### src/rtl/countdown_timer.sv
// +--------------------------------------------------------------------------+
// | Module      : countdown_timer                                            |
// | Description : Game-length countdown. A prescaler divides clk into ticks  |
// |               of TICK_CYCLES cycles, and each tick takes one second off  |
// |               the remaining time, from GAME_SECONDS down to 0.           |
// |               game_over is registered and stays high at 0 until a        |
// |               restart. Optional macro COUNTDOWN_PAUSE_EN adds a pause    |
// |               input that freezes both the prescaler and the count.       |
// | Revision    : 1.0  initial release                                       |
// +--------------------------------------------------------------------------+
`default_nettype none

module countdown_timer #(
  parameter int TICK_CYCLES  = 100_000_000,
  parameter int GAME_SECONDS = 30
) (
  input  logic       clk,
  input  logic       rst_n,
  input  logic       restart_game,
`ifdef COUNTDOWN_PAUSE_EN
  input  logic       pause,
`endif
  output logic [4:0] seconds,
  output logic       game_over
);

  // The prescaler is wide enough to hold TICK_CYCLES-1. TICK_CYCLES is at least 2.
  localparam int         c_PW        = (TICK_CYCLES > 1) ? $clog2(TICK_CYCLES) : 1;
  localparam logic [c_PW-1:0] c_TICK_LAST = c_PW'(TICK_CYCLES - 1);
  localparam logic [4:0] c_START     = 5'(GAME_SECONDS);

  logic [c_PW-1:0] r_presc;
  logic [4:0]      r_seconds;
  logic            r_game_over;
  logic            w_run;
  logic            w_tick;

  // The timer advances unless it is paused. Without the pause option it always runs.
`ifdef COUNTDOWN_PAUSE_EN
  assign w_run = ~pause;
`else
  assign w_run = 1'b1;
`endif

  // A tick occurs in the last prescaler cycle, and only while the timer is running.
  assign w_tick = w_run && (r_presc == c_TICK_LAST);

  // Prescaler, seconds and the expiry flag. Restart takes priority over a tick.
  // When seconds reaches 0 the count stays there, and game_over is set on the
  // same edge that stores the 0.
  always_ff @(posedge clk or negedge rst_n) begin
    if (!rst_n) begin
      r_presc     <= '0;
      r_seconds   <= c_START;
      r_game_over <= 1'b0;
    end else if (restart_game) begin
      r_presc     <= '0;
      r_seconds   <= c_START;
      r_game_over <= 1'b0;
    end else if (w_run) begin
      if (w_tick) begin
        r_presc <= '0;
      end else begin
        r_presc <= r_presc + c_PW'(1);
      end
      if (w_tick && (r_seconds != 5'd0)) begin
        r_seconds <= r_seconds - 5'd1;
        if (r_seconds == 5'd1) begin
          r_game_over <= 1'b1;
        end
      end
    end
  end

  assign seconds   = r_seconds;
  assign game_over = r_game_over;

endmodule

`default_nettype wire

### config.mk
export PLATFORM = sky130hd
export DESIGN_NAME = countdown_timer
export DESIGN_NICKNAME = d
export VERILOG_FILES = /design/src/rtl/countdown_timer.sv
export SDC_FILE = /design/constraint.sdc
export NUM_CORES = 1
export LEC_CHECK = 0
export ABC_AREA = 1
export ABC_CLOCK_PERIOD_IN_PS = 1500
export BUFFER_PORTS_ARGS = -buffer_cell sky130_fd_sc_hd__buf_4
export CORE_UTILIZATION = 55
export DETAILED_ROUTE_END_ITERATION = 8
export PLACE_DENSITY = 0.75
export SYNTH_ARGS = -nofsm -noshare
export SYNTH_HDL_FRONTEND = slang
export SYNTH_SLANG_ARGS = --single-unit
### constraint.sdc
create_clock -name clk -period 1.5 [get_ports clk]
set_clock_uncertainty 0.1 [all_clocks]
set_input_delay 0.225 -clock clk [delete_from_list [all_inputs] [get_ports clk]]
set_output_delay 0.225 -clock clk [all_outputs]
set_load 0.005 [all_outputs]
==> impl_metrics.toml, run 1 <==
[outcome]
status = "finished, violations left"
violations = "negative setup slack"

[place]
finalWeightedCongestion = 0.950
io_buffer_count = 8
post-dp-hpwl_um = 3830
place_ws_ns = -0.0345

[clocking]
cts_root_buf = "clkbuf_8"
cts-buffers-inserted = 5
cts_tree = "done"
htree_levels = 2
clkTransAtPathRegs_ns = 0.07
clk_path_buf_depth = 2
cts_sinks = 33
clk_latency_ns = 0.29

[floorplanning]
die_y_um = 65.1
die_area_um2 = 4240
io_pins = 9
core_area_um2 = 3740
initial_utilization_pct = 58.6
core.rowCount = 22
die_w_um = 65.1

[timing]
worst_pin_slew_ns = 0.437
finalHoldViolations = 0
setup_slack_ns = -0.0393
max_freq_mhz = 650
slew_viol_final = 0
slew_headroom_pct = 70.9
setup_viol = 12
period_minus_slack_ns = 1.54
timing.final.crit_share_pct = 103
rsz0062_at_grt = "true"

[global_routing]
grt_overflow_total = 0
antenna_found_initial = 0
grt_use_total_pct = 28.7
grt_start_max_net_pins = 34
grt_pass1_vias = 2016
grt_pass1_wl_um = 9160

[final_layout]
drive_above_1_share_pct = 33.2
utilization_pct = 74.4
area_growth_pct = 27.0
finalNetCount = 370
diodes = 0

[yosys]
netlist_top_cells_area = "dfrtp_1, nand2_1, nor2_1"
syn_area_um2 = 2190
yosysTopAreaCell = "dfrtp_1"
ys_async_sr_fraction_pct = 100
synth_edf_count = 0
ys_seq_area_share_pct = 37.9
syn-mean-instance-area_um2 = 6.89
synthAdderAreaFrac_pct = 1.71
synth.area.mux_share_pct = 0
synth_cell_types = 30
syn-num-nets = 324
synthSimpleGateAreaFrac_pct = 48.7
yosys-top-cells-count = "nand2_1, nor2_1, inv_1, dfrtp_1, nand3_1"
synth_xor_xnor_area_share_pct = 2.40
synth_top_family_by_area = "simple AND/OR/NAND/NOR gates"
synth.top_cell.area_share_pct = 33.1
ys_warn_count = 0
synth_compound_area_share_pct = 1.77
ys.flop_type = "dfrtp_1"
synth_seq_cells = 33
synth.most_common_cell = "nand2_1"
syn_inst = 318

[critical_path]
cp_max_fo = 5
r2r_cells = 10
arrival_ns = 1.62
crit_chain = "buf_4, nand2_4, inv_1, nand2_2, nor2_4, nand2_2, nor2_4, nor2_4, nand2_1, nor2_2"
path_class = "reg2reg"
path_buf_inv = 2
slowest_delay_ns = 0.37
crit_path_end_kind = "register"
cp-startpoint = "r_presc[4]"
r2r_start = "r_presc[4]"
cp.depth = 10
start_kind = "register"
required_ns = 1.58
slowest_stage = "dfrtp_1"
crit_top_cell = "nor2_4"
crit_family = "simple AND/OR/NAND/NOR gates"

[power]
p_leak_uw = 0.00122
peakVddDrop_mv = 0.513
powerDensity_nw_per_um2 = 645

[drt]
wirelength_um = 5520
remaining_drc_errors = 0
routedWlPerCell_um = 13.4
dr_total_vias = 2101
drt_iter0_drc = 130
final_antenna_net_count = 0
viasPerCell = 5.09
first_pass_iters = 4

[job]
maxCapViolCount = 0

[min_path]
holdPathStages = 5
hp-start = "restart_game"
hold_class = "in2reg"
==> per-stage QoR <==
stage | power, µW | TNS (ns) | instances | hold slack (ns) | instance area [µm²]
global placement | 1090 | -0.00381 | 395 | 0.0976 | 2490
floorplan | 1020 | 0 | 318 | -0.171 | 2200
global route | 1850 | -1.91 | 413 | 0.278 | 2780
detailed placement | 1100 | -0.148 | 395 | 0.0963 | 2490
finish | 1800 | -0.245 | 413 | 0.213 | 2780
CTS | 1800 | -0.0166 | 408 | 0.204 | 2650
==> registers in the layout, indices dropped and copies added (netlist names) <==
name,cells
game_over,1
r_presc,27
seconds,5
==> placed cells by master, fill, tap and decap left out, types with 2 or more instances in the layout <==
cell,instances
inv_1,31
nand2_1,76
clkbuf_8,6
nand2_4,5
dfrtp_2,2
o21bai_1,2
nor2_4,14
nor2_1,63
nor2_2,13
clkbuf_1,2
nor3_1,6
or2_2,2
dfrtp_1,27
xor2_1,5
buf_4,39
dfstp_2,4
nand3_4,2
inv_2,8
nand4_1,3
nand3_1,20
a21oi_1,2
nand3_2,3
nand2_2,17
==> power breakdown <==
part | switching, µW | leakage, µW | internal, µW
clock network | 333 | 0.0000455 | 374
registers | 18.7 | 0.000442 | 915
logic | 89.8 | 0.000733 | 66.4
total | 441 | 0.00122 | 1360
==> path summary, 6_finish.rpt <==
| kind | slack, ns | endpoint |
|---|---|---|
| worst max register to register | -0.04 | r_presc[21] |
| worst max-delay path | -0.04 | r_presc[21] |
| worst min register to register | 0.40 | seconds[1] |
| max in group asynchronous | 0.64 | seconds[3] |
| worst min-delay path | 0.21 | seconds[4] |
| min in group asynchronous | 0.32 | r_presc[5] |
==> worst register-to-register path, stage by stage, from the launching register on <==
cell	delay (ns)
dfrtp_1	0.37
buf_4	0.13
nand2_4	0.07
inv_1	0.08
nand2_2	0.08
nor2_4	0.11
nand2_2	0.08
nor2_4	0.20
nor2_4	0.08
nand2_1	0.08
nor2_2	0.03
==> per-layer routing <==
| layer | part of all wire (%) | global-route usage [%] | vias up |
|---|---|---|---|
| li1 | - | - | 1072 |
| met1 | 46 | 37.6 | 970 |
| met2 | 47 | 47.4 | 50 |
| met3 | 4.8 | 4.86 | 9 |
| met4 | 1.5 | 10.9 | 0 |
| met5 | 0 | 0 | - |
==> kinds of logic after synthesis <==
family	after synthesis
AOI/OAI and AO/OA	6
xor gates and xnor gates	6
adders and majority gates	3
buffers and inverters	42
DFF	33
and+or+nand+nor	228
==> area by class of cell <==
class                      instances  area (µm²)
sequential                        33         833
tap                               48        60.1
inverter                          39         146
fill                             318         960
clock buffer                       8        90.1
timing repair buffer              40         303
multi-input combinational        245        1350
==> repair_timing <==
action                     in CTS  in global routing
hold endpoints to repair       29                  0
hold buffers                    1                  0
setup endpoints to repair      12                 29
pin swaps                       4                 11
cloned                          1                  1
gates resized for setup        11                 32
buffers inserted                3                  4
Power figures use the tool's default switching activity.
==> run 2, diff against run 1 <==
--- a/config.mk
+++ b/config.mk
@@ -7,7 +7,7 @@
 export LEC_CHECK = 0
 export ABC_AREA = 1
 export ABC_CLOCK_PERIOD_IN_PS = 1500
-export BUFFER_PORTS_ARGS = -buffer_cell sky130_fd_sc_hd__buf_4
+export BUFFER_PORTS_ARGS = -buffer_cell sky130_fd_sc_hd__buf_2
 export CORE_UTILIZATION = 55
 export DETAILED_ROUTE_END_ITERATION = 8
 export PLACE_DENSITY = 0.75
==> run 2 against run 1 <==
Net effect:
- the flow still finishes with violations (negative setup slack)
- global-route usage fell by 0.88 points
- worst setup slack lost 0.018 ns
- first-iteration DRC count grew 15%
- register-to-register slack got worse by 0.02 ns
- sequential power about the same
- count of clock-buffer cells in the layout fell by 1
- die area unchanged
- routed wire length shrank 1.7%
- sequential cell count is the same
- critical endpoint is now r_presc[26]
- largest power group unchanged
==> impl_metrics.toml, run 2 (synthesis results as in run 1) <==
[final_layout]
final_common_cell = "nand2_1"
diodes = 0
top_register = "r_presc"
finalNetCount = 373
largest_register_ff_count = 27
layout_common_cells = "nand2_1, nor2_1, inv_1"
drive_above_1_share_pct = 30.8
area_growth_pct = 26.6
fin_cells = 415

[outcome]
violations = "negative setup slack"
status = "finished, violations left"

[critical_path]
cp.depth = 7
crit_family = "simple AND/OR/NAND/NOR gates"
crit_top_cell = "nand2_2"
slowest_delay_ns = 0.46
crit_path_end_kind = "register"
start_kind = "register"
path_class = "reg2reg"
crit_chain = "nand2_2, nor2_1, nand2_2, nor2_4, nand2_2, nor2_1, nor2_2"
slowest_stage = "dfrtp_1"
rrSetupSlack_ns = -0.06
cp_max_fo = 4
required_ns = 1.58
arrival_ns = 1.64
r2r_cells = 7
path_buf_inv = 0

[job]
maxCapViolCount = 0

[clocking]
cts_root_buf = "clkbuf_8"
clk_path_buf_depth = 2
cts_tree = "done"
clkTransAtPathRegs_ns = 0.07
clk_latency_ns = 0.29
cts-buffers-inserted = 5
htree_levels = 2
cts_sinks = 33

[floorplanning]
die_w_um = 65.1
io_pins = 9
initial_utilization_pct = 58.6
core.rowCount = 22
die_area_um2 = 4240
core_area_um2 = 3740
die_y_um = 65.1

[power]
p_leak_uw = 0.00124
peakVddDrop_mv = 0.629
p_total_uw = 1780
powerDensity_nw_per_um2 = 643

[drt]
final_antenna_net_count = 0
viasPerCell = 5.11
dr_total_vias = 2119
routedWlPerCell_um = 13.1
first_pass_iters = 6
wirelength_um = 5430
drt_iter0_drc = 149
remaining_drc_errors = 0

[min_path]
hold_class = "in2reg"
holdPathStages = 5

[global_routing]
antenna_found_initial = 0
grt_use_total_pct = 27.8
grt_overflow_total = 0
grt_pass1_wl_um = 8860
grt_start_max_net_pins = 18
grt_pass1_vias = 1971

[timing]
holdWs_ns = 0.214
period_minus_slack_ns = 1.56
slew_headroom_pct = 72.1
slew_viol_final = 0
setup_viol = 8
worst_pin_slew_ns = 0.419
setup_slack_ns = -0.0575
rsz0062_at_grt = "true"
finalHoldViolations = 0
timing.final.crit_share_pct = 104
max_freq_mhz = 642

[place]
dp_cells = 396
post-dp-hpwl_um = 3840
io_buffer_count = 8
place_ws_ns = -0.0556
finalWeightedCongestion = 0.957
==> run 2: metal layers <==
metal	up-vias	part of all wire (%)	wire length, µm	track usage (%)
met5	-	0	0	0
met4	0	1.4	74	8.70
met3	10	6.3	343	7.81
met2	65	48	2590	43.5
met1	970	45	2420	37.3
li1	1074	-	-	-
==> run 2: final timing paths <==
| kind | startpoint | to |
|---|---|---|
| setup / recovery | r_presc[11] | r_presc[26] |
| hold / removal | restart_game | seconds[4] |
| setup reg to reg | r_presc[11] | r_presc[26] |
| hold reg to reg | game_over | game_over |
| max in group asynchronous | rst_n | r_presc[17] |
| min in group asynchronous | rst_n | r_presc[5] |
==> run 2: tightest hold or removal path, stage by stage <==
cell	delay (ns)
buf_2	0.08
inv_1	0.04
nand3_1	0.10
o21bai_1	0.08
inv_1	0.05
==> run 2: per-stage QoR <==
step                      cell area (µm²)  util (%)  setup TNS, ns
final                                2780      74.1         -0.161
after detailed placement             2490      66.4         -0.190
after CTS                            2640      70.5      -0.000407
after floorplan                      2200         -              0
after global placement               2490      66.4              0
after global routing                 2780      74.1          -2.14
==> run 2: where the power goes <==
part           switching (µW)  leakage, µW  internal (µW)  total [µW]
clock                     333    0.0000443            364         697
combinational            90.5     0.000758           65.1         156
sequential               17.4     0.000442            915         932
total                     441      0.00124           1340        1780
==> run 2: layout make-up <==
cell class / count / area [µm²]
Clock buffer: 7 / 86.3
Sequential cell: 33 / 833
Timing Repair Buffer: 43 / 325
Fill cell: 296 / 968
Inverter: 39 / 146
Multi-Input combinational cell: 245 / 1320
Tap cell: 48 / 60.1
==> run 2: timing repair <==
action	CTS	global route
setup endpoints to repair	13	28
hold endpoints to repair	12	0
gates cloned	1	1
gates resized for setup	10	23
pin swaps	4	5
buffers inserted	2	7
hold buffers	1	0
